`src/rtl/riscv_core_mul_ctrl.sv`:
```
// riscv_core_mul_ctrl: sequencing controller for the RV32M multiply path.
// Operands are converted to sign-magnitude form, multiplied by an XLEN-step
// shift-add loop over a 2*XLEN product register, sign-corrected, and the
// requested half is held under a valid/ready handshake.
module riscv_core_mul_ctrl #(
    parameter int XLEN  = 32,
    parameter int CNT_W = $clog2(XLEN) + 1
) (
    input  logic            i_clk,
    input  logic            i_rst,
    input  logic            i_mul_ctrl_valid,
    output logic            o_mul_ctrl_ready,
    input  logic [XLEN-1:0] i_mul_ctrl_srcA,
    input  logic [XLEN-1:0] i_mul_ctrl_srcB,
    input  logic [1:0]      i_mul_ctrl_control,
    input  logic            i_mul_ctrl_flush,
    output logic            o_mul_ctrl_busy,
    output logic            o_mul_ctrl_valid,
    input  logic            i_mul_ctrl_ready,
    output logic [XLEN-1:0] o_mul_ctrl_result
);

    typedef enum logic [1:0] {
        ST_IDLE = 2'd0,
        ST_CALC = 2'd1,
        ST_FIX  = 2'd2,
        ST_DONE = 2'd3
    } state_t;

    localparam logic [1:0]       CTRL_MUL    = 2'b00;
    localparam logic [1:0]       CTRL_MULH   = 2'b01;
    localparam logic [1:0]       CTRL_MULHSU = 2'b10;
    localparam logic [1:0]       CTRL_MULHU  = 2'b11;
    localparam logic [CNT_W-1:0] CNT_LAST    = CNT_W'(XLEN - 1);
    localparam logic [CNT_W-1:0] CNT_ONE     = CNT_W'(1);
    localparam logic [XLEN-1:0]  ZERO_W      = {XLEN{1'b0}};

    // Two's-complement negate of an operand-width value.
    function automatic logic [XLEN-1:0] negate_w(input logic [XLEN-1:0] v);
        return (~v) + {{(XLEN-1){1'b0}}, 1'b1};
    endfunction

    // Two's-complement negate of the double-width product.
    function automatic logic [2*XLEN-1:0] negate_p(input logic [2*XLEN-1:0] v);
        return (~v) + {{(2*XLEN-1){1'b0}}, 1'b1};
    endfunction

    state_t             state_r;
    logic [CNT_W-1:0]   cnt_r;
    logic [2*XLEN-1:0]  prod_r;
    logic [XLEN-1:0]    mag_a_r;
    logic [1:0]         ctrl_r;
    logic               neg_r;
    logic               valid_r;
    logic [XLEN-1:0]    result_r;

    logic               sign_a_s;
    logic               sign_b_s;
    logic [XLEN-1:0]    mag_a_s;
    logic [XLEN-1:0]    mag_b_s;
    logic               zero_op_s;
    logic [XLEN:0]      add_s;
    logic [2*XLEN-1:0]  prod_next_s;
    logic [2*XLEN-1:0]  prod_fix_s;
    logic [XLEN-1:0]    result_sel_s;
    logic               busy_s;

    // Operand sign selection and magnitude conversion for the request at the port.
    always_comb begin
        sign_a_s = 1'b0;
        sign_b_s = 1'b0;
        case (i_mul_ctrl_control)
            CTRL_MUL, CTRL_MULH: begin
                sign_a_s = i_mul_ctrl_srcA[XLEN-1];
                sign_b_s = i_mul_ctrl_srcB[XLEN-1];
            end
            CTRL_MULHSU: begin
                sign_a_s = i_mul_ctrl_srcA[XLEN-1];
                sign_b_s = 1'b0;
            end
            CTRL_MULHU: begin
                sign_a_s = 1'b0;
                sign_b_s = 1'b0;
            end
            default: begin
                sign_a_s = 1'b0;
                sign_b_s = 1'b0;
            end
        endcase
        if (sign_a_s) begin
            mag_a_s = negate_w(i_mul_ctrl_srcA);
        end else begin
            mag_a_s = i_mul_ctrl_srcA;
        end
        if (sign_b_s) begin
            mag_b_s = negate_w(i_mul_ctrl_srcB);
        end else begin
            mag_b_s = i_mul_ctrl_srcB;
        end
        zero_op_s = (mag_a_s == ZERO_W) || (mag_b_s == ZERO_W);
    end

    // One shift-add step: conditional add into the upper half, carry shifts into the MSB.
    always_comb begin
        if (prod_r[0]) begin
            add_s = {1'b0, prod_r[2*XLEN-1:XLEN]} + {1'b0, mag_a_r};
        end else begin
            add_s = {1'b0, prod_r[2*XLEN-1:XLEN]};
        end
        prod_next_s = {add_s, prod_r[XLEN-1:1]};
    end

    // Final sign correction and result-half selection.
    always_comb begin
        if (neg_r) begin
            prod_fix_s = negate_p(prod_r);
        end else begin
            prod_fix_s = prod_r;
        end
        case (ctrl_r)
            CTRL_MUL:                           result_sel_s = prod_fix_s[XLEN-1:0];
            CTRL_MULH, CTRL_MULHSU, CTRL_MULHU: result_sel_s = prod_fix_s[2*XLEN-1:XLEN];
            default:                            result_sel_s = prod_fix_s[2*XLEN-1:XLEN];
        endcase
    end

    // Stall request: in flight, or holding an unaccepted result.
    always_comb begin
        case (state_r)
            ST_IDLE: busy_s = 1'b0;
            ST_CALC: busy_s = 1'b1;
            ST_FIX:  busy_s = 1'b1;
            ST_DONE: busy_s = ~i_mul_ctrl_ready;
            default: busy_s = 1'b0;
        endcase
    end

    // Controller FSM with datapath registers; flush outranks accept and handoff.
    always_ff @(posedge i_clk) begin
        if (i_rst) begin
            state_r  <= ST_IDLE;
            cnt_r    <= {CNT_W{1'b0}};
            prod_r   <= {(2*XLEN){1'b0}};
            mag_a_r  <= ZERO_W;
            ctrl_r   <= 2'b00;
            neg_r    <= 1'b0;
            valid_r  <= 1'b0;
            result_r <= ZERO_W;
        end else if (i_mul_ctrl_flush) begin
            state_r <= ST_IDLE;
            cnt_r   <= {CNT_W{1'b0}};
            valid_r <= 1'b0;
        end else begin
            case (state_r)
                ST_IDLE: begin
                    if (i_mul_ctrl_valid) begin
                        ctrl_r  <= i_mul_ctrl_control;
                        mag_a_r <= mag_a_s;
                        neg_r   <= sign_a_s ^ sign_b_s;
                        prod_r  <= {ZERO_W, mag_b_s};
                        cnt_r   <= {CNT_W{1'b0}};
                        if (zero_op_s) begin
                            result_r <= ZERO_W;
                            valid_r  <= 1'b1;
                            state_r  <= ST_DONE;
                        end else begin
                            state_r <= ST_CALC;
                        end
                    end else begin
                        state_r <= ST_IDLE;
                    end
                end
                ST_CALC: begin
                    prod_r <= prod_next_s;
                    cnt_r  <= cnt_r + CNT_ONE;
                    if (cnt_r == CNT_LAST) begin
                        state_r <= ST_FIX;
                    end else begin
                        state_r <= ST_CALC;
                    end
                end
                ST_FIX: begin
                    prod_r   <= prod_fix_s;
                    result_r <= result_sel_s;
                    valid_r  <= 1'b1;
                    state_r  <= ST_DONE;
                end
                ST_DONE: begin
                    if (i_mul_ctrl_ready) begin
                        valid_r <= 1'b0;
                        state_r <= ST_IDLE;
                    end else begin
                        state_r <= ST_DONE;
                    end
                end
                default: begin
                    valid_r <= 1'b0;
                    state_r <= ST_IDLE;
                end
            endcase
        end
    end

    assign o_mul_ctrl_ready  = (state_r == ST_IDLE);
    assign o_mul_ctrl_busy   = busy_s;
    assign o_mul_ctrl_valid  = valid_r;
    assign o_mul_ctrl_result = result_r;

endmodule

```
`config.mk`:
```
export PLATFORM = sky130hd
export DESIGN_NAME = riscv_core_mul_ctrl
export DESIGN_NICKNAME = d
export VERILOG_FILES = /design/src/rtl/riscv_core_mul_ctrl.sv
export SDC_FILE = /design/constraint.sdc
export NUM_CORES = 1
export LEC_CHECK = 0
export BUFFER_PORTS_ARGS = -buffer_cell sky130_fd_sc_hd__buf_4
export CAP_MARGIN = 15
export CORE_UTILIZATION = 30
export CTS_CLUSTER_SIZE = 16
export DETAILED_ROUTE_END_ITERATION = 10
export PLACE_DENSITY = 0.45
export SKIP_LAST_GASP = 1
export SYNTH_ARGS = -nofsm -noshare
export SYNTH_HDL_FRONTEND = slang
export SYNTH_SLANG_ARGS = --single-unit
export TNS_END_PERCENT = 100
```
`constraint.sdc`:
```
create_clock -name i_clk -period 5.1 [get_ports i_clk]
set_input_delay 0.51 -clock i_clk [delete_from_list [all_inputs] [get_ports i_clk]]
set_output_delay 0.51 -clock i_clk [all_outputs]
set_load 0.01 [all_outputs]
```
---- After elaboration in Yosys (flattened, before gate mapping) ----
Cells that the tools add are included.
word-level totals
  register bits after elaboration ......... 140
  output and inout bits ................... 35
  word-level logic and storage cells ...... 77
operators by class
  $add $sub $neg .......................... 5
  equality and inequality tests ........... 13
  multiplexer cells ....................... 24
  bitwise logic cells ..................... 6
  reduce and logical (&&, ||, !) cells .... 21
operators by type and width
  cell                                                                    number
  64-bit one-hot mux with 3 select lines                                  1
  32-bit 2-to-1 mux                                                       4
  64-bit 2-to-1 mux                                                       2
  32-bit one-hot mux with 2 select lines                                  2
  32-bit by 1-bit adder with 32-bit output (second input constant)        2
  64-bit by 1-bit adder with 64-bit output (second input constant)        1
  32-bit logical NOT                                                      2
  32-bit inverter                                                         2
  64-bit inverter                                                         1
  32-bit by 32-bit adder with 33-bit output                               1
  33-bit 2-to-1 mux                                                       1
  2-bit equality test (second input constant)                             6
  6-bit one-hot mux with 2 select lines                                   1
  2-bit 2-to-1 mux                                                        4
  2-bit one-hot mux with 4 select lines                                   1
  4-bit AND reduction                                                     2
  2-bit OR reduction                                                      4
  6-bit by 1-bit adder with 6-bit output (second input constant)          1
  2-bit by 1-bit equality test with 1-bit output (second input constant)  3
  6-bit by 5-bit equality test with 1-bit output (second input constant)  1
  2-bit logical NOT                                                       3
  6-bit 2-to-1 mux                                                        1
  1-bit one-hot mux with 3 select lines                                   2
  3-bit AND reduction                                                     2
  11 further kinds                                                        19

---- Longest topological paths before layout ----
Gate-level depths: netlist of run 1.
  depth after elaboration ................. 9
  mapped depth ............................ 13
  depth with buffers taken out ............ 12

---- Least setup slack after synthesis of run 1 ----
Ideal clock, no wire load.
  path kind ............................... input to register
  start ................................... in i_mul_ctrl_srcB[0]
  end ..................................... reg result_r[18] (netlist: o_mul_ctrl_result[18])
  library setup time ...................... 0.123 ns
  arrival time ............................ 3.523 ns
  required time ........................... 4.977 ns
  slack ................................... 1.454 ns
  stages on the path ...................... 12
  path buffers ............................ 1
  path through ............................ inv_1 ha_1 nor4b_4 nand4b_4 or4_1 a32oi_1 nand2_1 or4_4 o41ai_2 nor2_2 buf_6 mux2_1
between the ends
  longest elaborated chain between the ends .. 7
ends and longest elaborated chain
  item                                                          RTL line  source
  start, declared                                               14        input logic [XLEN-1:0] i_mul_ctrl_srcB,
  32-bit inverter                                               40        return (~v) + {{(XLEN-1){1'b0}}, 1'b1};
  32-bit by 1-bit adder with 32-bit output                      40
  32-bit 2-to-1 mux *                                           95        if (sign_b_s) begin
  32-bit logical NOT *                                          100       zero_op_s = (mag_a_s == ZERO_W) || (mag_b_s == ZERO_W);
  1-bit logical OR *                                            100
  2-bit by 1-bit inequality test with 1-bit output (no line) *  n/a
  4-bit AND reduction (no line) *                               n/a
  end signal, assigned                                          184       result_r <= result_sel_s;
  end, declared                                                 55        logic [XLEN-1:0] result_r;
Mark *: on every way between the ends. The rest lies on a longest branch, timed or not.
A chain may end at the register's enable or synchronous reset.

---- Worst setup path in the final report of run 1 ----
  start ................................... reg prod_r[10]
  end ..................................... reg result_r[0] (netlist: o_mul_ctrl_result[0])
between the ends
  longest elaborated chain between the ends .. 5
ends and longest elaborated chain
  item                                      RTL line  source
  start, declared                           50        logic [2*XLEN-1:0] prod_r;
  start signal, assigned                    143       prod_r <= {(2*XLEN){1'b0}};
  start signal, assigned                    160       prod_r <= {ZERO_W, mag_b_s};
  start signal, assigned                    174       prod_r <= prod_next_s;
  64-bit inverter                           45        return (~v) + {{(2*XLEN-1){1'b0}}, 1'b1};
  64-bit by 1-bit adder with 64-bit output  45
  64-bit 2-to-1 mux                         115       if (neg_r) begin
  32-bit one-hot mux with 2 select lines    120       case (ctrl_r)
  32-bit one-hot mux with 2 select lines    154       case (state_r)
No other way between the ends.

==> out/summary.log, run 1 <==
INFO  global_route   groute.layer.met2.usage=34.95%
INFO  cts            number_of_cts_inserted_buffers=17
INFO  pwr            peakVddDrop=0.2247mV
INFO  timing         rsz0062_at_grt=no
INFO  synthesis      yosys-top-cells-count=nand2_1, nor2_1, dfxtp_1
INFO  synthesis      synth.most_common_cell=nand2_1
INFO  global_route   grt_start_max_net_pins=74
INFO  synthesis      syn-instance-count=1693
INFO  timing         final.setup_skew=0.01242ns
INFO  floorplanning  fp.coreArea=40740um^2
INFO  pwr            total_leakage_power=0.005481uW
INFO  cts            clock_sink_count=140
INFO  cells_and_area layout.cells.non_filler=2263
INFO  place          numPlacedInstances=2231
INFO  cts            cts_max_level=4
INFO  cts            cts_root_buffer=clkbuf_16
INFO  cells_and_area antennaDiodeCount=0
INFO  floorplanning  floorplan.rows=74
INFO  global_route   globalRouteOverflowTotal=0
INFO  pwr            total_power=3340uW
INFO  global_route   grt_usage=23.21%
INFO  synthesis      syn-mean-instance-area=7.316um^2
INFO  outcome        status=completed
INFO  cts            cts_setup_buffers=0
INFO  synthesis      ys_seq_area_share=22.63%
INFO  synthesis      synth.yosys.warnings=0
INFO  place          dp.final_hpwl=37.08mm
INFO  critical_path  worst-path-max-fanout=11
INFO  drt            route.detailed.wl_per_inst=21.56um
INFO  global_route   gr-max-usage-layer=met2
INFO  timing         setup_viol=0
INFO  synthesis      yosys.area.top_type=dfxtp_1
INFO  cells_and_area postLayoutCoreUtil=34.92%
INFO  timing         slew-limit-headroom=24.97%
INFO  pwr            power.density_cell_area=234.8nW/um^2
INFO  cts            tritoncts=built
INFO  synthesis      syn_nets=1807
INFO  timing         report.final.hold_viol_count=0
INFO  timing         timing_worst_slew_pin_value=1.121ns
INFO  drt            vias=13060
INFO  synthesis      number_of_distinct_library_cells_after_synthesis=88
INFO  global_route   groute.layer.met1.usage=34.21%
INFO  floorplanning  design.die.area=42100um^2
INFO  timing         fmaxAchievable=0.2397GHz
INFO  place          portBuffers=105
INFO  timing         setup_tns=0ns
INFO  drt            wl=48.80mm
INFO  drt            drt_drc=0
INFO  synthesis      yosysTopAreaCellShare=22.63%
INFO  timing         slew_violations=0
INFO  timing         min_period_over_period=81.80%
INFO  synthesis      synthFlopType=dfxtp_1
INFO  drt            antenna_viol_nets_final=0
INFO  floorplanning  floorplan.initialDensity=30.40%
INFO  critical_path  setup.worst_path.end_class=flop
INFO  flow_run       drv.max_cap_violation_count=0
INFO  global_route   first_global_vias=12270
INFO  cts            clk_pin_slew_worst_paths=0.07ns
INFO  timing         fin_crit=4.172ns
INFO  global_route   grt_pass1_wl=74.90mm
INFO  place          gp_congestion=0.8926
INFO  hold_path      min-delay-path-class=input pin to flop
INFO  cells_and_area share_of_post_route_cells_with_drive_strength_above_1=12.36%
INFO  synthesis      synth.area.top_cells=dfxtp_1, nand2_1, xnor2_1
INFO  critical_path  worst-endpoint-required=5.49ns
INFO  drt            detailed_routing_iteration_count_for_the_pre_antenna_repair_pass=6
INFO  critical_path  worst_ep_arrival_time=4.56ns
INFO  global_route   antenna_violations_before_repair=0
INFO  cts            post_cts_hold_buffer_count=0
INFO  cells_and_area syn2layout_area_growth=14.86%
INFO  floorplanning  die-height=205.2um
INFO  cts            post_cts.resized_instances=0
INFO  cells_and_area final_nets=1832
INFO  critical_path  critical_path.startpoint_type=flop
INFO  synthesis      synth_enable_flop_cells=0
INFO  global_route   grt_util_met3=3.532%
INFO  floorplanning  die_width=205.2um
INFO  cts            clk-insertion-delay-late=0.45ns
INFO  cts            max-clock-path-buffers=2
INFO  critical_path  crit_type=flop to flop
INFO  drt            routed_via_density=5.772
INFO  floorplanning  io_pins=106
INFO  synthesis      netlist_area_before_placement=12390um^2
INFO  synthesis      ys_async_sr_fraction=0%
INFO  synthesis      synth.ff_latch_count=140
INFO  drt            dr.first_iter.drc_count=1009
-- stage by stage --
step | worst slack [ns] | area, um^2 | hold WS (ns)
6_report | 0.9284 | 14230 | 0.3160
5_1_grt | 0.8227 | 14230 | 0.3046
4_1_cts | 1.152 | 14230 | 0.2914
3_5_place_dp | 0.7685 | 13620 | 0.4559
3_3_place_gp | 0.8442 | 13620 | 0.4530
2_1_floorplan | 1.454 | 12390 | 0.4356
-- layout make-up --
cell class,instances,area [um^2]
flip-flops and latches,140,2804
well taps,532,665.6
clock inverters,14,170.2
repair buffers,143,1074
inverters,42,157.7
clock buffers,18,439.2
fillers,4409,26510
multi-input cells,1374,8916
-- layer usage --
metal  share of wire [%]  wire, um  vias up
li1                    -         -     6346
met3                 5.8      2828       42
met1                  49     23910     6257
met2                  44     21260      416
met5                   0         0        -
met4                 1.6       801        0
-- cell families (layout without fill, tap and decap cells) --
group | count (synthesis) | in the layout | synth area share (%)
XOR/XNOR | 140 | 140 | 9.900
flip-flops | 140 | 140 | 22.63
multiplexers | 42 | 42 | 3.485
adder cells (fa/ha/maj) | 43 | 43 | 4.404
AND/OR/NAND/NOR | 632 | 632 | 24.80
AO/OA/AOI/OAI | 517 | 517 | 29.18
buffers and inverters | 179 | 217 | 5.596
-- where the power goes --
group          internal, uW  switching [uW]
combinational           278             530
clock                   783             555
sequential             1130            60.3
total                  2190            1150
-- critical path, stage by stage (launching register included) --
cell       delay, ns
dfxtp_1         0.37
or4_1           0.60
or3_1           0.46
or4_1           0.78
o31a_1          0.40
xnor2_1         0.16
a2111oi_0       0.97
buf_4           0.24
mux2_2          0.13
-- final timing paths --
kind	start	slack, ns	to	cells after the start
max	prod_r[10]	0.93	o_mul_ctrl_result[0]	8
min	i_mul_ctrl_flush	0.32	cnt_r[0]	2
max reg2reg	prod_r[10]	0.93	o_mul_ctrl_result[0]	8
min reg2reg	o_mul_ctrl_result[31]	0.46	o_mul_ctrl_result[31]	2
-- flip-flops by register name (all words and copies together), names as in the netlist --
signal / flops
o_mul_ctrl_result: 32
neg_r: 1
cnt_r: 6
ctrl_r: 2
state_r: 2
prod_r: 64
o_mul_ctrl_valid: 1
mag_a_r: 32
-- cells in the final DEF, fill, tap and decap left out, types with 7 or more instances in the layout --
cell type / synthesis / final
mux2_2: 7 / 7
o211ai_1: 40 / 40
a22oi_1: 9 / 9
nand2b_1: 11 / 11
xnor2_1: 86 / 86
a2bb2oi_1: 7 / 7
buf_4: 2 / 143
a221oi_1: 26 / 26
or4_1: 28 / 28
inv_1: 40 / 40
o31ai_1: 29 / 29
a21oi_1: 116 / 116
a211oi_1: 40 / 40
nor4_1: 20 / 20
o21ai_0: 79 / 79
a211o_1: 14 / 14
o41ai_1: 17 / 17
dfxtp_1: 140 / 139
a31oi_1: 16 / 16
mux2i_1: 33 / 33
nor2_1: 152 / 150
nor2b_1: 11 / 10
nor3_1: 69 / 69
o2111ai_1: 7 / 7
nand2_1: 206 / 205
a21o_1: 23 / 23
clkbuf_16: 0 / 17
ha_1: 42 / 41
or3_1: 24 / 24
xor2_1: 54 / 54
nand4_1: 20 / 20
nand3_1: 38 / 38
and3_1: 11 / 11
Power figures use the tool's default switching activity.
==> inputs of run 2 (changes only) <==
- PLACE_DENSITY: 0.45 -> 0.46
- clock period: 5.1 -> 3.65 ns (I/O delays scaled with it)
==> run 2 against run 1 <==
Via count increased by 2.7%. Combinational power increased by 51%. Clock skew decreased by 0.00067 ns. Register-to-register slack got worse by 0.85 ns. Critical path depth increased by 3. Critical endpoint is now o_mul_ctrl_result[2]. Largest cell class unchanged.
==> out/summary.log, run 2 (synthesis gave the netlist of run 1 again) <==
INFO  outcome        status=completed
INFO  critical_path  critPathMaxStageDelay=0.63ns
INFO  cts            post_cts_hold_buffer_count=0
INFO  drt            antenna_viol_nets_final=0
INFO  timing         slew-limit-headroom=34.47%
INFO  timing         timing_worst_slew_pin_value=0.9793ns
INFO  timing         min_period_over_period=97.80%
INFO  hold_path      min-delay-path-class=input pin to flop
INFO  global_route   grt_pass1_wl=75.67mm
INFO  pwr            internal_power=3095uW
INFO  timing         final.setup_skew=0.01176ns
INFO  global_route   grt_start_max_net_pins=63
INFO  pwr            power.share.combinational=26.1%
INFO  timing         setup_ws=0.08019ns
INFO  cts            cts_max_level=4
INFO  cells_and_area most-common-layout-cells=buf_4, nand2_1, nor2_1, dfxtp_1, a21oi_1
INFO  critical_path  ordered_cell_list_for_the_critical_path=or4_1, or3_1, buf_4, nor4_1, buf_4, nand3_1, o31ai_1, xor2_1, a2111oi_1, buf_4, mux2_2
INFO  drt            wl=48.93mm
INFO  global_route   globalRouteOverflowTotal=0
INFO  pwr            switching_share=34.11%
INFO  timing         slew_violations=0
INFO  cts            post_cts.resized_instances=1
INFO  cells_and_area layout.cells.non_filler=2355
INFO  floorplanning  fp.coreArea=40740um^2
INFO  cts            clock_sink_count=140
INFO  drt            routed_via_density=5.697
INFO  pwr            power.density_cell_area=314.4nW/um^2
INFO  cells_and_area antennaDiodeCount=0
INFO  cts            cts_root_buffer=clkbuf_16
INFO  drt            detailed_routing_iteration_count_for_the_pre_antenna_repair_pass=5
INFO  cells_and_area share_of_post_route_cells_with_drive_strength_above_1=16.95%
INFO  pwr            total_leakage_power=0.005917uW
INFO  critical_path  setup.worst_path.end_class=flop
INFO  timing         setup_viol=0
INFO  cells_and_area mostFrequentLayoutCell=buf_4
INFO  critical_path  critical_path.slowest_cell=a2111oi_1
INFO  cts            max-clock-path-buffers=2
INFO  flow_run       drv.max_cap_violation_count=0
INFO  floorplanning  floorplan.initialDensity=30.40%
INFO  place          numPlacedInstances=2323
INFO  critical_path  r2r_slack=0.08ns
INFO  floorplanning  io_pins=106
INFO  place          portBuffers=105
INFO  cts            clk_pin_slew_worst_paths=0.07ns
INFO  timing         fmaxAchievable=0.2801GHz
INFO  cells_and_area top_register=prod_r
INFO  critical_path  critical-path-top-delay-family=simple AND/OR/NAND/NOR gates
INFO  cells_and_area fillCellCount=4402
INFO  pwr            switchingPower=1602uW
INFO  place          post-place-ws=-0.06482ns
INFO  pwr            peakVddDrop=0.3432mV
INFO  critical_path  worst_ep_arrival_time=3.96ns
INFO  drt            route.detailed.wl_per_inst=20.78um
INFO  floorplanning  die-height=205.2um
INFO  critical_path  critical_path.startpoint_type=flop
INFO  timing         report.final.hold_viol_count=0
INFO  pwr            clock_power_share=38.5%
INFO  drt            vias=13420
INFO  drt            drt_drc=0
INFO  cells_and_area syn2layout_area_growth=20.62%
INFO  drt            dr.first_iter.drc_count=1178
INFO  cells_and_area largest_register_ffs=64
INFO  global_route   first_global_vias=12550
INFO  floorplanning  design.die.area=42100um^2
INFO  timing         rsz0062_at_grt=yes
INFO  critical_path  path_buf_inv=3
INFO  cts            number_of_cts_inserted_buffers=17
INFO  cts            tritoncts=built
INFO  floorplanning  floorplan.rows=74
INFO  cts            clk-insertion-delay-late=0.45ns
INFO  critical_path  worst-endpoint-required=4.04ns
INFO  place          gp_congestion=0.9365
INFO  global_route   grt_usage=23.31%
INFO  cts            cts_setup_buffers=0
INFO  critical_path  critical_path.most_common_cell=buf_4
INFO  critical_path  crit_type=flop to flop
INFO  cells_and_area final_nets=1924
INFO  timing         fin_crit=3.570ns
INFO  global_route   antenna_violations_before_repair=0
INFO  critical_path  worst-path-max-fanout=8
INFO  floorplanning  die_width=205.2um
INFO  place          dp.final_hpwl=37.86mm
INFO  pwr            sequentialPowerShare=35.5%
run 2: changes by cell type in the layout (fill, tap and decap cells not counted), sizes merged:
cell      change
inv           +1
clkinvlp      +3
clkinv        -5
bufinv        -1
buf          +92
clkbuf        +2
run 2: layout make-up:
| cell class | count | area [um^2] | share of cell area (%) |
|---|---|---|---|
| Clock buffer | 20 | 456.7 | 3.057 |
| Clock inverter | 12 | 138.9 | 0.9296 |
| Inverter | 42 | 157.7 | 1.055 |
| Multi-Input combinational cell | 1374 | 8940 | 59.84 |
| Sequential cell | 140 | 2804 | 18.77 |
| Tap cell | 532 | 665.6 | 4.456 |
| Timing Repair Buffer | 235 | 1777 | 11.89 |
run 2: final timing paths:
check	startpoint	endpoint	depth (start not counted)
max	prod_r[10]	o_mul_ctrl_result[2]	11
min	i_mul_ctrl_flush	cnt_r[0]	2
max reg2reg	prod_r[10]	o_mul_ctrl_result[2]	11
min reg2reg	o_mul_ctrl_result[9]	o_mul_ctrl_result[9]	2
run 2: layer usage:
metal / GRT usage [%] / wire [um]
met1: 33.62 / 23850
met2: 35.57 / 21240
met3: 3.294 / 2685
met4: 6.905 / 1151
met5: 0 / 0
run 2: through the flow:
| stage | util (%) | hold slack, ns | power [uW] | area [um^2] | TNS, ns |
|---|---|---|---|---|---|
| 2_1_floorplan | - | 0.4356 | 2405 | 12390 | 0 |
| 3_3_place_gp | 35.15 | 0.4525 | 2899 | 14320 | 0 |
| 3_5_place_dp | 35.15 | 0.4574 | 2901 | 14320 | -0.06482 |
| 4_1_cts | 36.62 | 0.1595 | 4720 | 14920 | 0 |
| 5_1_grt | 36.67 | 0.1784 | 4911 | 14940 | -0.1104 |
| 6_report | 36.67 | 0.1836 | 4697 | 14940 | 0 |
run 2: worst reg2reg max path, delay by kind of cell (launching register included):
family,cells,cell delay (ns)
AOI/OAI and AO/OA,2,0.99
xor gates and xnor gates,1,0.13
buffers and inverters,3,0.58
DFF,1,0.31
muxes,1,0.14
and+or+nand+nor,4,1.36
run 2: power groups by stage:
stage                     Sequential, uW  Combinational [uW]  Clock [uW]
after floorplan                     1660                 747           0
final                               1670                1220        1810
after detailed placement            1700                1200           0
after CTS                           1660                1210        1850
after global routing                1670                1330        1910
after global placement              1700                1200           0
==> inputs of run 3 (changes only) <==
- CORE_MARGIN: unset -> 10
==> run 3 against run 2 <==
Maximum frequency is 1.9% higher. Hold slack worse by 0.021 ns. Sequential power hardly changed. Global-route usage is 4.0 points lower. First-iteration DRC count is 6.5% lower. Total power is 5.2% higher. Wire length is 1.4% higher. Highest routed layer unchanged.
==> out/summary.log, run 3 (synthesis gave the netlist of run 1 again) <==
INFO  timing         fin_crit=3.502ns
INFO  cells_and_area syn2layout_area_growth=21.08%
INFO  critical_path  ordered_cell_list_for_the_critical_path=or4_1, or3_1, or4_1, or4_1, o41ai_2, xor2_1, buf_4, o21ai_0, nand2_1, mux2i_1
INFO  drt            detailed_routing_iteration_count_for_the_pre_antenna_repair_pass=6
INFO  critical_path  critical_path.slowest_cell=or4_1
INFO  cts            cts_root_buffer=clkbuf_16
INFO  cts            cts_setup_buffers=0
INFO  cells_and_area design_area=15000um^2
INFO  cts            number_of_cts_inserted_buffers=17
INFO  hold_path      min-delay-path-class=input pin to flop
INFO  pwr            power.density_cell_area=329.4nW/um^2
INFO  floorplanning  die-height=223.2um
INFO  cts            clk-insertion-delay-late=0.45ns
INFO  cells_and_area antennaDiodeCount=0
INFO  floorplanning  design.die.area=49810um^2
INFO  critical_path  worst-endpoint-required=3.98ns
INFO  drt            dr.first_iter.drc_count=1101
INFO  timing         slew-limit-headroom=45.13%
INFO  cells_and_area most-common-layout-cells=buf_4, nand2_1, nor2_1, dfxtp_1, a21oi_1
INFO  place          dp.final_hpwl=38.62mm
INFO  drt            top_layer=met4
INFO  outcome        status=completed
INFO  drt            wl=49.62mm
INFO  drt            m1WireLength=23.66mm
INFO  cts            tritoncts=built
INFO  cts            clk_pin_slew_worst_paths=0.07ns
INFO  timing         fin_worst_hold_slack=0.1629ns
INFO  global_route   antenna_violations_before_repair=1
INFO  floorplanning  fp.coreArea=40830um^2
INFO  cells_and_area fillCellCount=4310
INFO  cells_and_area final_nets=1916
INFO  global_route   grt_pass1_wl=76.80mm
INFO  floorplanning  io_pins=106
INFO  timing         setup_viol=0
INFO  cells_and_area largest_register_ffs=64
INFO  timing         slew_violations=0
INFO  cells_and_area top_register=prod_r
INFO  floorplanning  die_width=223.2um
INFO  critical_path  worst_ep_arrival_time=3.83ns
INFO  timing         fmaxAchievable=0.2856GHz
INFO  drt            wl_met3=3.064mm
INFO  drt            wl_met2=22.27mm
INFO  floorplanning  floorplan.initialDensity=30.33%
INFO  cts            cts_max_level=4
INFO  pwr            peakVddDrop=0.3651mV
INFO  critical_path  critical_path.startpoint_type=flop
INFO  timing         report.final.hold_viol_count=0
INFO  pwr            total_leakage_power=0.005950uW
INFO  floorplanning  floorplan.rows=74
INFO  global_route   globalRouteOverflowTotal=0
INFO  critical_path  critical_path.most_common_cell=or4_1
INFO  global_route   grt_usage=19.28%
INFO  critical_path  worst-path-max-fanout=4
INFO  flow_run       drv.max_cap_violation_count=0
INFO  cts            post_cts_hold_buffer_count=0
INFO  place          gp_congestion=0.9057
INFO  drt            route.detailed.wl_per_inst=21.15um
INFO  drt            vias=13460
INFO  critical_path  crit_type=flop to flop
INFO  global_route   grt_start_max_net_pins=61
INFO  cells_and_area multi_input_area=8956um^2
INFO  drt            antenna_viol_nets_final=0
INFO  global_route   first_global_vias=12860
INFO  cts            max-clock-path-buffers=2
INFO  place          numPlacedInstances=2315
INFO  cells_and_area layout.cells.non_filler=2346
INFO  place          postPlaceCellArea=14290um^2
INFO  drt            routed_via_density=5.736
INFO  timing         final.setup_skew=0.01291ns
INFO  timing         rsz0062_at_grt=yes
INFO  timing         setup_tns=0ns
INFO  cells_and_area register_area=2804um^2
INFO  timing         min_period_over_period=95.94%
INFO  cells_and_area mostFrequentLayoutCell=buf_4
INFO  drt            drt_drc=0
INFO  critical_path  critPathMaxStageDelay=0.59ns
INFO  cells_and_area share_of_post_route_cells_with_drive_strength_above_1=16.70%
INFO  cts            clock_sink_count=140
INFO  place          portBuffers=105
INFO  critical_path  setup.worst_path.end_class=flop
INFO  critical_path  r2r_slack=0.15ns
INFO  timing         timing_worst_slew_pin_value=0.8201ns
-- run 3: cell count changes in the layout (fill, tap and decap cells not counted), sizes merged --
cell / change
buf: -8
bufinv: +4
clkinv: +3
clkinvlp: -6
inv: -2
-- run 3: area by class of cell --
type                       count  area share (%)
multi-input combinational   1374           59.72
sequential                   140           18.70
timing repair buffer         227           11.61
tap                          532           4.439
clock buffer                  20           3.045
clock inverter                11           1.435
inverter                      42           1.051
-- run 3: path summary, 6_finish.rpt --
kind / end / startpoint / cells after the start
max: o_mul_ctrl_result[10] / prod_r[10] / 10
min reg2reg: o_mul_ctrl_result[29] / o_mul_ctrl_result[29] / 2
min: cnt_r[1] / i_mul_ctrl_flush / 2
max reg2reg: o_mul_ctrl_result[10] / prod_r[10] / 10
-- run 3: what timing repair did --
item | 4_1_cts | 5_1_grt
gates resized for setup | 1 | 8
hold endpoints to repair | 0 | 0
gates cloned | 0 | 0
endpoints found under the setup margin | 1 | 10
-- run 3: report_power, final --
part	switching (uW)	internal, uW	total (uW)
Combinational	773	462	1230
Sequential	74.5	1590	1660
Clock	731	1310	2040
Total	1580	3360	4940
-- run 3: through the flow --
stage | setup slack, ns | utilization [%] | total power (uW)
floorplan | 0.1487 | - | 2405
global placement | -0.1490 | 34.99 | 2901
detailed placement | -0.07614 | 34.99 | 2903
CTS | 0.03877 | 36.63 | 4962
global route | -0.02536 | 36.73 | 5150
finish | 0.1484 | 36.73 | 4939
-- run 3: metal layers --
metal | up-vias | track usage (%)
met5 | - | 0
met4 | 0 | 4.228
met3 | 37 | 3.151
met2 | 450 | 30.32
met1 | 6439 | 26.93
li1 | 6530 | -
-- run 3: worst max-delay path, delay by kind of cell, from the launching register on --
kind                   cells  cell delay (ns)
buffers and inverters      1             0.16
flip-flops                 1             0.30
XOR/XNOR                   1             0.27
AND/OR/NAND/NOR            5             2.23
AO/OA/AOI/OAI              2             0.36
multiplexers               1             0.07
